[config.mk]
export PLATFORM = sky130hd
export DESIGN_NAME = nios2_oci_trace_capture
export DESIGN_NICKNAME = d
export VERILOG_FILES = /design/src/rtl/nios2_oci_trace_capture.sv
export SDC_FILE = /design/constraint.sdc
export NUM_CORES = 1
export LEC_CHECK = 0
export ABC_AREA = 1
export BUFFER_PORTS_ARGS = -buffer_cell sky130_fd_sc_hd__buf_2
export CAP_MARGIN = 15
export CORE_MARGIN = 5
export CORE_UTILIZATION = 50
export CTS_CLUSTER_SIZE = 20
export DETAILED_ROUTE_END_ITERATION = 8
export HOLD_SLACK_MARGIN = 0.15
export PLACE_DENSITY = 0.67
export SYNTH_ARGS = -nofsm -noshare
export SYNTH_HDL_FRONTEND = slang
export SYNTH_SLANG_ARGS = --single-unit
export TNS_END_PERCENT = 10
[constraint.sdc]
create_clock -name clk -period 5.2 [get_ports clk]
set_input_delay 0 -clock clk [delete_from_list [all_inputs] [get_ports clk]]
set_output_delay 0 -clock clk [all_outputs]
set_load 0.05 [all_outputs]
[src/rtl/nios2_oci_trace_capture.sv]
// Captures Nios II OCI data-compression-trace frames into a show-ahead FIFO
// and drains them over valid/ready, tracking dropped frames and end-of-test.
module nios2_oci_trace_capture #(
    parameter int DATA_W  = 30,
    parameter int COUNT_W = 4,
    parameter int DEPTH   = 16,
    parameter int ADDR_W  = 4,
    parameter int DROP_W  = 8
) (
    input  logic                       clk,
    input  logic                       reset_n,
    input  logic                       arm,
    input  logic [DATA_W-1:0]          dct_buffer,
    input  logic [COUNT_W-1:0]         dct_count,
    input  logic                       test_ending,
    input  logic                       test_has_ended,
    output logic [DATA_W+COUNT_W-1:0]  out_data,
    output logic                       out_valid,
    input  logic                       out_ready,
    output logic [ADDR_W:0]            fill_level,
    output logic                       overflow,
    output logic [DROP_W-1:0]          drop_count,
    output logic                       capturing,
    output logic                       test_done
);

    localparam int WORD_W = DATA_W + COUNT_W;
    localparam logic [ADDR_W:0]   FILL_FULL = (ADDR_W+1)'(DEPTH);
    localparam logic [ADDR_W:0]   FILL_ONE  = (ADDR_W+1)'(1);
    localparam logic [ADDR_W-1:0] PTR_ONE   = ADDR_W'(1);

    typedef enum logic [1:0] {
        IDLE    = 2'd0,
        CAPTURE = 2'd1,
        DRAIN   = 2'd2,
        DONE    = 2'd3
    } state_t;

    state_t state, state_next;

    logic [WORD_W-1:0] ram [DEPTH];
    logic [ADDR_W-1:0] wr_ptr, rd_ptr;
    logic [ADDR_W:0]   fill, fill_next;

    logic wr_req, rd_en, wr_en, full, drop, flush, clear;

    function automatic logic [DROP_W-1:0] sat_inc(input logic [DROP_W-1:0] v);
        return (&v) ? v : v + DROP_W'(1);
    endfunction

    assign full   = (fill == FILL_FULL);
    assign wr_req = (state == CAPTURE) && (dct_count != '0);
    assign rd_en  = out_valid && out_ready;
    // A full FIFO still takes a write when the head is popped in the same cycle.
    assign wr_en  = wr_req && (!full || rd_en);
    assign drop   = wr_req && full && !rd_en;
    assign flush  = test_has_ended && (state != IDLE);
    assign clear  = (state == DONE) && arm && !test_has_ended;

    always_comb begin
        fill_next = fill;
        case ({wr_en, rd_en})
            2'b10:   fill_next = fill + FILL_ONE;
            2'b01:   fill_next = fill - FILL_ONE;
            default: fill_next = fill;
        endcase
    end

    always_comb begin
        state_next = state;
        if (flush) begin
            state_next = DONE;
        end else begin
            case (state)
                IDLE:    if (arm)              state_next = CAPTURE;
                CAPTURE: if (test_ending)      state_next = DRAIN;
                DRAIN:   if (fill_next == '0)  state_next = DONE;
                DONE:    if (arm)              state_next = CAPTURE;
                default:                       state_next = IDLE;
            endcase
        end
    end

    always_ff @(posedge clk or negedge reset_n) begin
        if (!reset_n) begin
            state      <= IDLE;
            wr_ptr     <= '0;
            rd_ptr     <= '0;
            fill       <= '0;
            overflow   <= 1'b0;
            drop_count <= '0;
        end else begin
            state <= state_next;
            if (flush || clear) begin
                wr_ptr <= '0;
                rd_ptr <= '0;
                fill   <= '0;
            end else begin
                if (wr_en) wr_ptr <= wr_ptr + PTR_ONE;
                if (rd_en) rd_ptr <= rd_ptr + PTR_ONE;
                fill <= fill_next;
            end
            if (clear) begin
                overflow   <= 1'b0;
                drop_count <= '0;
            end else if (drop && !flush) begin
                overflow   <= 1'b1;
                drop_count <= sat_inc(drop_count);
            end
        end
    end

    // Payload storage carries no reset; visibility is gated by the fill count.
    always_ff @(posedge clk) begin
        if (wr_en) ram[wr_ptr] <= {dct_count, dct_buffer};
    end

    assign out_valid  = (fill != '0);
    assign out_data   = out_valid ? ram[rd_ptr] : '0;
    assign fill_level = fill;
    assign capturing  = (state == CAPTURE);
    assign test_done  = (state == DONE);

endmodule

* Yosys cells after proc, flatten, opt, wreduce, memory -nomap -nowiden
Memory sizes are Yosys's and may differ from the RTL's. Index checks and enable logic that the tools add are counted.
Storage, ports and cells: register bits after elaboration 24, bits in writable memories 544, input bits 40, output and inout bits 51, memories kept 1
Memories:
- ram | depth 16, width 34, rd ports 1, clocked after memory_dff 0, wr ports 1, line 41 | logic [WORD_W-1:0] ram [DEPTH];
Operators by class: $add $sub $neg 5, equality and inequality tests 10, mux-type cells 19, reduce and logical (&&, ||, !) cells 27
Operators with widths (count):
- $mux W34 | 1
- $mux W8 | 3
- $mux W4 | 4
- $pmux W5 S2 | 1
- $logic_and A1 B1 Y1 | 9
- $add A4 B1 Y4 const B | 2
- $add A8 B1 Y8 const B | 1
- $mux W2 | 4
- $reduce_and A8 Y1 | 1
- $reduce_bool A2 Y1 | 4
- $eq A2 B2 Y1 const B | 3
- $pmux W2 S3 | 1
- $add A5 B1 Y5 const B | 1
- $eq A5 B5 Y1 const B | 1
- $logic_not A5 Y1 | 1
- $mux W5 | 1
- $reduce_bool A5 Y1 | 1
- $sub A5 B1 Y5 const B | 1
- $eq A2 B1 Y1 const B | 2
- $logic_not A1 Y1 | 4
- $mux W1 | 4
- $reduce_bool A4 Y1 | 1
- $ne A3 B1 Y1 const B | 1
- $ne A3 B2 Y1 const B | 1
- 7 further kinds | 8

* Logic depth before layout (Yosys ltp)
Gate-level depths: netlist of the first run.
word-level depth 10, mapped depth 20, depth with buffers taken out 20

* Worst setup path after synthesis of the first run
No wires, ideal clock.
path type reg2reg, start point reg state[1], end point mem ram[11][0] (netlist name) (enable), setup time 0.425 ns, data arrival time 3.162 ns, required time 4.775 ns, slack 1.612 ns, cell stages (with the launch flop) 9, path buffers 0, period minus slack after synthesis 3.588 ns, path through dfrtp_1 -> inv_1 -> ha_1 -> inv_1 -> a21oi_2 -> nand2_1 -> inv_1 -> nand2_1 -> nor2_1
Between the ends: longest elaborated chain between the ends 5
RTL lines:
- start: declaration | line 39 | state_t state, state_next;
- start signal: assignment | line 93 | state <= state_next;
- $eq A2 B1 Y1
- net capturing | line 23 | output logic capturing,
- $logic_and A1 B1 Y1 | line 52 | assign wr_req = (state == CAPTURE) && (dct_count != '0);
- $logic_and A1 B1 Y1 | line 55 | assign wr_en = wr_req && (!full || rd_en);
- $mux W1 | line 115 | if (wr_en) ram[wr_ptr] <= {dct_count, dct_buffer};
- $mux W1 (implied by the code) | line 115
- end: declaration | line 41
The timed path passes the listed nets, and every way through them passes these cells.

* Worst setup path in the final report of the first run
start point reg rd_ptr[0], end point out out_data[4]
Between the ends: longest elaborated chain between the ends 2
RTL lines:
- start: declaration | line 42 | logic [ADDR_W-1:0] wr_ptr, rd_ptr;
- start signal: assignment | line 100 | if (rd_en) rd_ptr <= rd_ptr + PTR_ONE;
- $mem_v2 Z16 W34
- $mux W34 | line 119 | assign out_data = out_valid ? ram[rd_ptr] : '0;
- end: declaration | line 17 | output logic [DATA_W+COUNT_W-1:0] out_data,
Every way passes these cells.

==> results of run 1 <==
==> power groups by stage <==
| stage | sequential [mW] | clock (mW) | combinational [mW] |
|---|---|---|---|
| after global placement | 5.44 | 0 | 3.45 |
| after detailed placement | 5.44 | 0 | 3.51 |
| after floorplan | 5.42 | 0 | 2.62 |
| after CTS | 5.35 | 3.75 | 3.58 |
| after global routing | 5.36 | 3.96 | 3.87 |
| final | 5.35 | 3.71 | 3.58 |
==> worst paths after layout <==
kind                                                 from                        end  slack (ns)  depth (start not counted)
worst max-delay path                rd_ptr[0]$_DFFE_PN0P_                out_data[4]        1.04                          7
worst min-delay path                        dct_buffer[0]       ram[12][0]$_DFFE_PP_        0.32                          2
worst max register to register       state[1]$_DFFE_PN0P_       state[0]$_DFFE_PN0P_        1.49                         21
worst min register to register  drop_count[7]$_DFFE_PN0P_  drop_count[7]$_DFFE_PN0P_        0.49                          1
max in group asynchronous                         reset_n      rd_ptr[0]$_DFFE_PN0P_        4.60                          4
min in group asynchronous                         reset_n  drop_count[4]$_DFFE_PN0P_        0.42                          4
==> layer usage <==
layer | GRT usage | part of all wire
met1 | 0.313 | 0.42
met2 | 0.337 | 0.47
met3 | 0.0418 | 0.082
met4 | 0.0577 | 0.022
met5 | 0 | 0
==> layout make-up <==
cell class / count / area share
flip-flops and latches: 568 / 0.654
well taps: 600 / 0.0290
clock inverters: 34 / 0.00840
inverters: 35 / 0.00526
repair buffers: 163 / 0.0439
clock buffers: 65 / 0.0554
multi-input cells: 950 / 0.205
==> synth_stat cells <==
cell type,instances
nor3_1,35
clkbuf_1,52
inv_1,28
edfxtp_1,544
nand4_1,2
nor2_4,1
o22ai_1,68
xor2_1,1
nor2_1,163
inv_2,5
buf_1,1
nand2_2,3
nor4_1,2
o21ai_1,19
buf_6,1
o21ai_0,129
nor3b_1,1
nand3_4,3
nor2_2,4
a21oi_1,115
dfrtp_1,24
buf_4,6
ha_1,14
nand2_1,215
nor3_4,1
o21a_1,2
buf_2,38
mux2i_1,68
fa_1,1
o31ai_1,1
nor3_2,1
clkinv_2,1
a211oi_1,34
nand2_4,2
o221ai_1,34
clkinv_1,1
a21oi_2,3
nand3_1,23
nand3_2,5
==> logic make-up (layout without fill, tap and decap cells) <==
family,count (synthesis),in the layout,share of synthesized area
XOR/XNOR,1,1,0.000386
buffers and inverters,133,297,0.0255
flip-flops,568,568,0.746
AO/OA/AOI/OAI,405,405,0.103
adder cells (fa/ha/maj),15,15,0.00860
AND/OR/NAND/NOR,461,461,0.0859
multiplexers,68,68,0.0300
==> registers in the layout, indices dropped and copies added, names as in the netlist <==
register	count
drop_count	8
fill_level	5
overflow	1
rd_ptr	4
wr_ptr	4
ram	544
state	2
==> results.sh, run 1 <==
export IMPL_worst_path_max_delay_cell="inv_6"
export IMPL_report_final_hold_viol_count=0
export IMPL_clkSlewWorstSetupHoldPaths_ns=0.06
export IMPL_rows=78
export IMPL_syn_nets=1706
export IMPL_max_freq_mhz=240
export IMPL_synthTopCellsByArea="edfxtp_1 72%, nand2_1 3.6%, mux2i_1 3.0%, o21ai_0 2.8%, nor2_1 2.7%"
export IMPL_port_buffers=90
export IMPL_whs_ns=0.324
export IMPL_grt_overflow_total=0
export IMPL_placed_cell_area_um2=23800
export IMPL_synth_avg_cell_area_um2=13.7
export IMPL_relSlewSlack=0.178
export IMPL_cts_sinks=568
export IMPL_syn_to_final_growth_pct=14.2
export IMPL_h_tree_depth=2
export IMPL_min_path_type="in2reg"
export IMPL_ctsResizeCount=0
export IMPL_place_worst_setup_slack_ns=1.73
export IMPL_finalCriticalPeriod_ns=4.16
export IMPL_drtIter0Drc=1373
export IMPL_diodes=0
export IMPL_fin_crit_sh=0.800
export IMPL_fillerInstances=3516
export IMPL_drive_above_1_share=0.128
export IMPL_ys_seq_elements=568
export IMPL_mostFrequentLayoutCells="544 x edfxtp_1, 214 x nand2_1, 147 x nor2_1"
export IMPL_utilization=0.575
export IMPL_cp_max_fo=134
export IMPL_endpoint_kind="primary output"
export IMPL_postCtsHoldBufs=47
export IMPL_p_sw_frac=0.352
export IMPL_syn_area_um2=22700
export IMPL_cts_setup_buffers=0
export IMPL_internal_power_mw=8.18
export IMPL_cp_cell_sequence="inv_6, buf_4, o21ai_0, o22ai_1, nand2_1, a211oi_1, buf_2"
export IMPL_num_vias=14079
export IMPL_multi_input_area_um2=5300
export IMPL_yosys_warnings=0
export IMPL_io_pins=91
export IMPL_tns_ns=0
export IMPL_fin_ws_ns=1.04
export IMPL_seq_area_um2=16900
export IMPL_p_sw_mw=4.45
export IMPL_p_comb_frac=0.283
export IMPL_cts_tree="done"
export IMPL_die_w_um=223
export IMPL_crit_type="reg2out"
export IMPL_grt_first_pass_wirelength_um=83200
export IMPL_place_gp_congestion=0.761
export IMPL_cp_start_kind="register"
export IMPL_setup_viol=0
export IMPL_p_leak_nw=8.89
export IMPL_clock_root_buffer="clkbuf_16"
export IMPL_via_per_inst=5.83
export IMPL_status="complete, no violations"
export IMPL_layout_commonest_cell="edfxtp_1"
export IMPL_cellPowerDensity_nw_per_um2=487
export IMPL_instances_no_fill=2415
export IMPL_dr_pass1_iters=5
export IMPL_chipHeight_um=223
export IMPL_antenna_found_initial=0
export IMPL_arrival_ns=4.16
export IMPL_initial_core_util=0.503
export IMPL_placed_cells=2269
export IMPL_clock_latency_ns=0.60
export IMPL_power_frac_clock=0.293
export IMPL_rsz0062_at_grt="false"
export IMPL_grt_pass1_vias=13920
export IMPL_skew_ns=0.0204
export IMPL_dp_final_hpwl_um=26700
export IMPL_total_power_mw=12.6
export IMPL_max_slew_worst_pin_slew_ns=1.23
export IMPL_vdd_ir_drop_max_uv=536
export IMPL_clockBufferDepth=3
export IMPL_synth_cells=1651
export IMPL_synth_top_cell_by_area="edfxtp_1"
export IMPL_timing_critical_path_slowest_cell_delay_ns=0.88
export IMPL_path_delay_family="buffers and inverters"
export IMPL_maxCapViolations=0
export IMPL_grt_use_total=0.215
export IMPL_die_area_um2=49700
export IMPL_netlist_area_leader_share=0.720
export IMPL_remaining_drc_errors=0
export IMPL_drt_total_wl_um=54400
export IMPL_critical_path_buf_inv_count=3
export IMPL_layout_nets=1828
export IMPL_drtAntennaViolNets=0
export IMPL_required_ns=5.20
export IMPL_synth_distinct_cells=39
export IMPL_cts_made_buffers=55
export IMPL_p_seq_frac=0.423
export IMPL_coreArea_um2=45100
export IMPL_stdcell_area_um2=25900
export IMPL_grt_max_degree=193
export IMPL_final_max_slew_viol_count=0
export IMPL_synth_yosys_seq_area_share=0.746
export IMPL_wire_per_inst_um=22.5
(Power assumes the default switching activity.)
==> inputs of run 2 (changes only) <==
Clock period 5.2 ns to 4 ns, I/O delays scaled along.
==> run 2 against run 1 <==
Net effect:
- first-iteration DRC count increased by 9.4%
- clock power increased by 31%
- via count decreased by 0.12%
==> results.sh, run 2 (synthesis results as in run 1) <==
export IMPL_status="complete, no violations"
export IMPL_coreArea_um2=45100
export IMPL_remaining_drc_errors=0
export IMPL_layout_nets=1835
export IMPL_total_power_mw=16.6
export IMPL_min_path_type="in2reg"
export IMPL_p_seq_frac=0.413
export IMPL_initial_core_util=0.503
export IMPL_power_frac_clock=0.293
export IMPL_clockBufferDepth=3
export IMPL_report_final_hold_viol_count=0
export IMPL_endpoint_kind="register"
export IMPL_fin_crit_sh=0.918
export IMPL_cp_start_kind="register"
export IMPL_cts_made_buffers=55
export IMPL_fillerInstances=3524
export IMPL_p_comb_frac=0.293
export IMPL_cts_setup_buffers=0
export IMPL_rsz0062_at_grt="false"
export IMPL_clock_root_buffer="clkbuf_16"
export IMPL_via_per_inst=5.80
export IMPL_drtAntennaViolNets=0
export IMPL_regMostFlops="ram"
export IMPL_cts_tree="done"
export IMPL_internal_power_mw=10.7
export IMPL_grt_pass1_vias=13737
export IMPL_clkSlewWorstSetupHoldPaths_ns=0.06
export IMPL_multi_input_area_um2=5310
export IMPL_num_vias=14062
export IMPL_io_pins=91
export IMPL_dr_pass1_iters=5
export IMPL_tns_ns=0
export IMPL_largest_reg_flops=544
export IMPL_diodes=0
export IMPL_layout_commonest_cell="edfxtp_1"
export IMPL_required_ns=4.54
export IMPL_chipHeight_um=223
export IMPL_syn_to_final_growth_pct=15.2
export IMPL_grt_first_pass_wirelength_um=81800
export IMPL_place_gp_congestion=0.769
export IMPL_rows=78
export IMPL_max_slew_worst_pin_slew_ns=1.03
export IMPL_setup_viol=0
export IMPL_skew_ns=0.0146
export IMPL_finalCriticalPeriod_ns=3.67
export IMPL_antenna_found_initial=0
export IMPL_vdd_ir_drop_max_uv=524
export IMPL_cts_sinks=568
export IMPL_die_w_um=223
export IMPL_die_area_um2=49700
export IMPL_cellPowerDensity_nw_per_um2=634
export IMPL_drt_total_wl_um=53700
export IMPL_maxCapViolations=0
export IMPL_clock_latency_ns=0.60
export IMPL_port_buffers=90
export IMPL_mostFrequentLayoutCells="544 x edfxtp_1, 214 x nand2_1, 147 x nor2_1"
export IMPL_wire_per_inst_um=22.2
export IMPL_drive_above_1_share=0.136
export IMPL_cp_max_fo=6
export IMPL_final_max_slew_viol_count=0
export IMPL_h_tree_depth=2
export IMPL_p_sw_mw=5.85
export IMPL_dp_final_hpwl_um=29100
export IMPL_stdcell_area_um2=26100
export IMPL_p_sw_frac=0.353
export IMPL_p_leak_nw=8.98
export IMPL_relSlewSlack=0.310
export IMPL_seq_area_um2=16900
export IMPL_drtIter0Drc=1502
export IMPL_crit_type="reg2reg"
export IMPL_grt_overflow_total=0
export IMPL_max_freq_mhz=272
export IMPL_arrival_ns=4.21
export IMPL_grt_max_degree=138
export IMPL_grt_use_total=0.211
export IMPL_placed_cell_area_um2=24000
-- run 2: cell count changes in the layout (fill, tap and decap cells not counted), moves of 2 or more --
cell / before / now
clkinv_2: 4 / 13
clkinv_1: 24 / 18
buf_4: 25 / 21
buf_12: 2 / 14
clkbuf_1: 9 / 12
clkinv_4: 2 / 0
-- run 2: final cells by class --
cell class              count  share of cell area
clock buffers              67              0.0544
multi-input cells         950               0.203
flip-flops and latches    568               0.648
well taps                 600              0.0287
inverters                  35             0.00522
clock inverters            35             0.00948
repair buffers            170              0.0512
-- run 2: through the flow --
stage | instances | util | setup WS [ns] | hold slack [ns]
2_1_floorplan | 1651 | - | 0.412 | -0.296
3_3_place_gp | 2277 | 0.532 | 1.14 | 0.0193
3_5_place_dp | 2277 | 0.532 | 1.06 | 0.0256
4_1_cts | 2425 | 0.580 | 0.338 | 0.302
5_1_grt | 2425 | 0.580 | 0.0397 | 0.324
6_report | 2425 | 0.580 | 0.327 | 0.328
-- run 2: final timing paths --
check	from	endpoint	slack (ns)	cells after the start
setup / recovery	state[1]$_DFFE_PN0P_	state[0]$_DFFE_PN0P_	0.33	21
hold / removal	dct_buffer[5]	ram[2][5]$_DFFE_PP_	0.33	2
setup reg to reg	state[1]$_DFFE_PN0P_	state[0]$_DFFE_PN0P_	0.33	21
hold reg to reg	drop_count[7]$_DFFE_PN0P_	drop_count[7]$_DFFE_PN0P_	0.49	1
max in group asynchronous	reset_n	rd_ptr[0]$_DFFE_PN0P_	3.43	4
min in group asynchronous	reset_n	state[1]$_DFFE_PN0P_	0.40	4
-- run 2: what timing repair did --
action | CTS | global route
setup endpoints to repair | 0 | 1
resized for setup | 0 | 1
hold buffers | 46 | 0
endpoints found under the hold margin | 591 | 0
-- run 2: metal layers --
metal / vias to the layer above / wire, um / part of all wire / global-route usage
met3: 81 / 4140 / 0.077 / 0.0407
met4: 0 / 1120 / 0.021 / 0.0569
met1: 6980 / 23600 / 0.44 / 0.314
met2: 551 / 24800 / 0.46 / 0.325
li1: 6450 / - / - / -
met5: - / 0 / 0 / 0
-- run 2: power groups by stage --
stage	combinational (mW)	clock (mW)	sequential [mW]
floorplan	3.40	0	7.04
global placement	4.73	0	6.97
finish	4.86	4.86	6.85
CTS	4.88	4.93	6.85
detailed placement	4.79	0	6.97
global route	5.23	5.20	6.86
-- run 2: worst max-delay path, stage by stage (launching register included) --
cell	delay, ns
dfrtp_1	0.42
inv_1	0.13
ha_2	0.23
nand2_1	0.12
nand3_2	0.13
inv_1	0.11
fa_1	0.41
nand2_1	0.08
nand2_1	0.05
a21oi_1	0.17
nand2_1	0.07
nand2_1	0.08
nand2_1	0.05
nand2_1	0.05
nand2_1	0.06
inv_2	0.06
nand3_2	0.07
nand3_1	0.07
nand4_1	0.07
dlygate4sd3_1	0.56
nand2_1	0.07
dlygate4sd3_1	0.55
==> inputs of run 3 (changes only) <==
Settings changed: CELL_PAD_IN_SITES_DETAIL_PLACEMENT set to 2, CELL_PAD_IN_SITES_GLOBAL_PLACEMENT set to 2, CORE_UTILIZATION 50 to 44, PLACE_DENSITY 0.67 to not set, PLACE_DENSITY_LB_ADDON set to 0.1.
==> run 3 against run 2 <==
Net effect:
- sequential share of layout area fell by 1.3 points
- core utilization down 5.9 points
- highest routed layer unchanged
- flip-flop and latch count unchanged
- worst hold slack gained 0.026 ns
- via count rose by 5.8%
==> results.sh, run 3 (synthesis results as in run 1) <==
export IMPL_status="complete, no violations"
export IMPL_worst_path_max_delay_cell="dlygate4sd3_1"
export IMPL_cts_sinks=568
export IMPL_critical_path_endpoint="state[0]$_DFFE_PN0P_"
export IMPL_initial_core_util=0.443
export IMPL_largest_reg_flops=544
export IMPL_cts_setup_buffers=0
export IMPL_final_max_slew_viol_count=0
export IMPL_cts_tree="done"
export IMPL_cp_max_fo=6
export IMPL_fin_crit_sh=0.923
export IMPL_antenna_found_initial=0
export IMPL_tns_ns=0
export IMPL_crit_path_start="state[1]$_DFFE_PN0P_"
export IMPL_report_final_hold_viol_count=0
export IMPL_layout_commonest_cell="edfxtp_1"
export IMPL_p_leak_nw=9.18
export IMPL_cp_cell_sequence="inv_1, ha_4, nand2_1, nand3_2, inv_1, fa_1, nand2_1, nand2_1, a21oi_2, nand2_1, nand2_1, nand2_1, nand2_1, nand2_1, inv_2, nand3_2, nand3_1, nand4_1, dlygate4sd3_1, nand2_1, dlygate4sd3_1"
export IMPL_grt_overflow_total=0
export IMPL_reg2reg_from="state[1]$_DFFE_PN0P_"
export IMPL_stdcell_area_um2=26700
export IMPL_drtIter0Drc=1141
export IMPL_cp_start_kind="register"
export IMPL_mostFrequentLayoutCells="544 x edfxtp_1, 214 x nand2_1, 147 x nor2_1"
export IMPL_h_tree_depth=3
export IMPL_regMostFlops="ram"
export IMPL_endpoint_kind="register"
export IMPL_r2r_worst_path_cells=21
export IMPL_syn_to_final_growth_pct=17.5
export IMPL_critPathMostFrequentCell="nand2_1"
export IMPL_rsz0062_at_grt="false"
export IMPL_timing_critical_path_slowest_cell_delay_ns=0.58
export IMPL_drive_above_1_share=0.146
export IMPL_die_w_um=237
export IMPL_rows=83
export IMPL_coreArea_um2=51200
export IMPL_required_ns=4.53
export IMPL_fillerInstances=4746
export IMPL_grt_max_degree=114
export IMPL_grt_use_total=0.254
export IMPL_min_path_type="in2reg"
export IMPL_placed_cell_area_um2=24200
export IMPL_r2r_end="state[0]$_DFFE_PN0P_"
export IMPL_grt_first_pass_wirelength_um=108000
export IMPL_relSlewSlack=0.301
export IMPL_wire_per_inst_um=28.4
export IMPL_setup_viol=0
export IMPL_seq_area_um2=16900
export IMPL_grt_pass1_vias=16852
export IMPL_cts_made_buffers=66
export IMPL_clkSlewWorstSetupHoldPaths_ns=0.06
export IMPL_via_per_inst=5.90
export IMPL_finalCriticalPeriod_ns=3.69
export IMPL_chipHeight_um=237
export IMPL_num_vias=14883
export IMPL_port_buffers=90
export IMPL_layout_nets=1851
export IMPL_dr_pass1_iters=5
export IMPL_clockBufferDepth=3
export IMPL_remaining_drc_errors=0
export IMPL_multi_input_area_um2=5320
export IMPL_skew_ns=0.0199
export IMPL_diodes=0
export IMPL_clock_root_buffer="clkbuf_16"
export IMPL_dp_final_hpwl_um=41500
export IMPL_drtAntennaViolNets=0
export IMPL_clock_latency_ns=0.60
export IMPL_vdd_ir_drop_max_uv=500
export IMPL_die_area_um2=56200
export IMPL_crit_type="reg2reg"
export IMPL_arrival_ns=4.22
export IMPL_max_freq_mhz=271
export IMPL_max_slew_worst_pin_slew_ns=1.05
export IMPL_maxCapViolations=0
export IMPL_drt_total_wl_um=71600
export IMPL_r2r_slack_ns=0.31
export IMPL_cellPowerDensity_nw_per_um2=667
export IMPL_io_pins=91
export IMPL_place_gp_congestion=0.736
-- run 3: cell count changes in the layout (fill, tap and decap cells not counted), moves of 2 or more --
cell	before	now
clkbuf_8	0	3
dlygate4sd3_1	45	43
a21oi_2	3	5
clkbuf_16	55	69
clkbuf_1	12	21
clkinv_2	13	7
a21oi_1	115	113
buf_4	21	28
clkinv_1	18	10
-- run 3: worst max-delay path: cells and delay by family (launching register included) --
kind            cells  cell delay [ns]
buf+inv             5             1.44
simple gates       13             1.01
fa+ha+maj           2             0.60
flops               1             0.41
compound gates      1             0.17
-- run 3: final cells by class --
| class | count | share of cell area |
|---|---|---|
| well taps | 680 | 0.0319 |
| multi-input cells | 950 | 0.200 |
| flip-flops and latches | 568 | 0.635 |
| inverters | 35 | 0.00516 |
| clock inverters | 23 | 0.00718 |
| repair buffers | 175 | 0.0514 |
| clock buffers | 93 | 0.0693 |
-- run 3: where the power goes --
part	switching [mW]	internal, mW	leakage [nW]
logic	3.84	1.27	2.97
clock network	2.38	3.41	0.992
registers	0.165	6.72	5.21
-- run 3: what timing repair did --
action                     CTS  global route
resized for setup            0             4
setup endpoints to repair    0             1
hold endpoints to repair   590             0
hold buffers                44             0
-- run 3: worst min-delay path by stage --
| stage | from | endpoint | slack, ns | depth (start not counted) |
|---|---|---|---|---|
| 4_1_cts | dct_buffer[6] | ram[13][6]$_DFFE_PP_ | 0.31 | 2 |
| 6_report | dct_buffer[6] | ram[13][6]$_DFFE_PP_ | 0.35 | 2 |
| 2_1_floorplan | reset_n | drop_count[0]$_DFFE_PN0P_ | -0.30 | 0 |
| 3_3_place_gp | reset_n | drop_count[5]$_DFFE_PN0P_ | 0.05 | 1 |
| 5_1_grt | dct_buffer[6] | ram[12][6]$_DFFE_PP_ | 0.34 | 2 |
| 3_5_place_dp | reset_n | rd_ptr[2]$_DFFE_PN0P_ | 0.06 | 1 |
-- run 3: stage by stage --
stage                     hold WS (ns)  setup WS, ns  total power [mW]  std cells  utilization
final                            0.355         0.307              17.8       2524        0.521
after global routing             0.338        0.0545              18.5       2524        0.521
after CTS                        0.307         0.156              17.9       2524        0.520
after detailed placement        0.0576         0.807              12.0       2364        0.472
after global placement          0.0546          1.01              11.8       2364        0.472
after floorplan                 -0.296         0.412              10.4       1651            -
-- run 3: metal layers --
| metal | GRT usage | vias to the layer above | wire (um) |
|---|---|---|---|
| met5 | 0 | - | 0 |
| li1 | - | 6483 | - |
| met4 | 0.0862 | 0 | 2300 |
| met3 | 0.0405 | 142 | 2850 |
| met2 | 0.440 | 388 | 36500 |
| met1 | 0.328 | 7870 | 29900 |
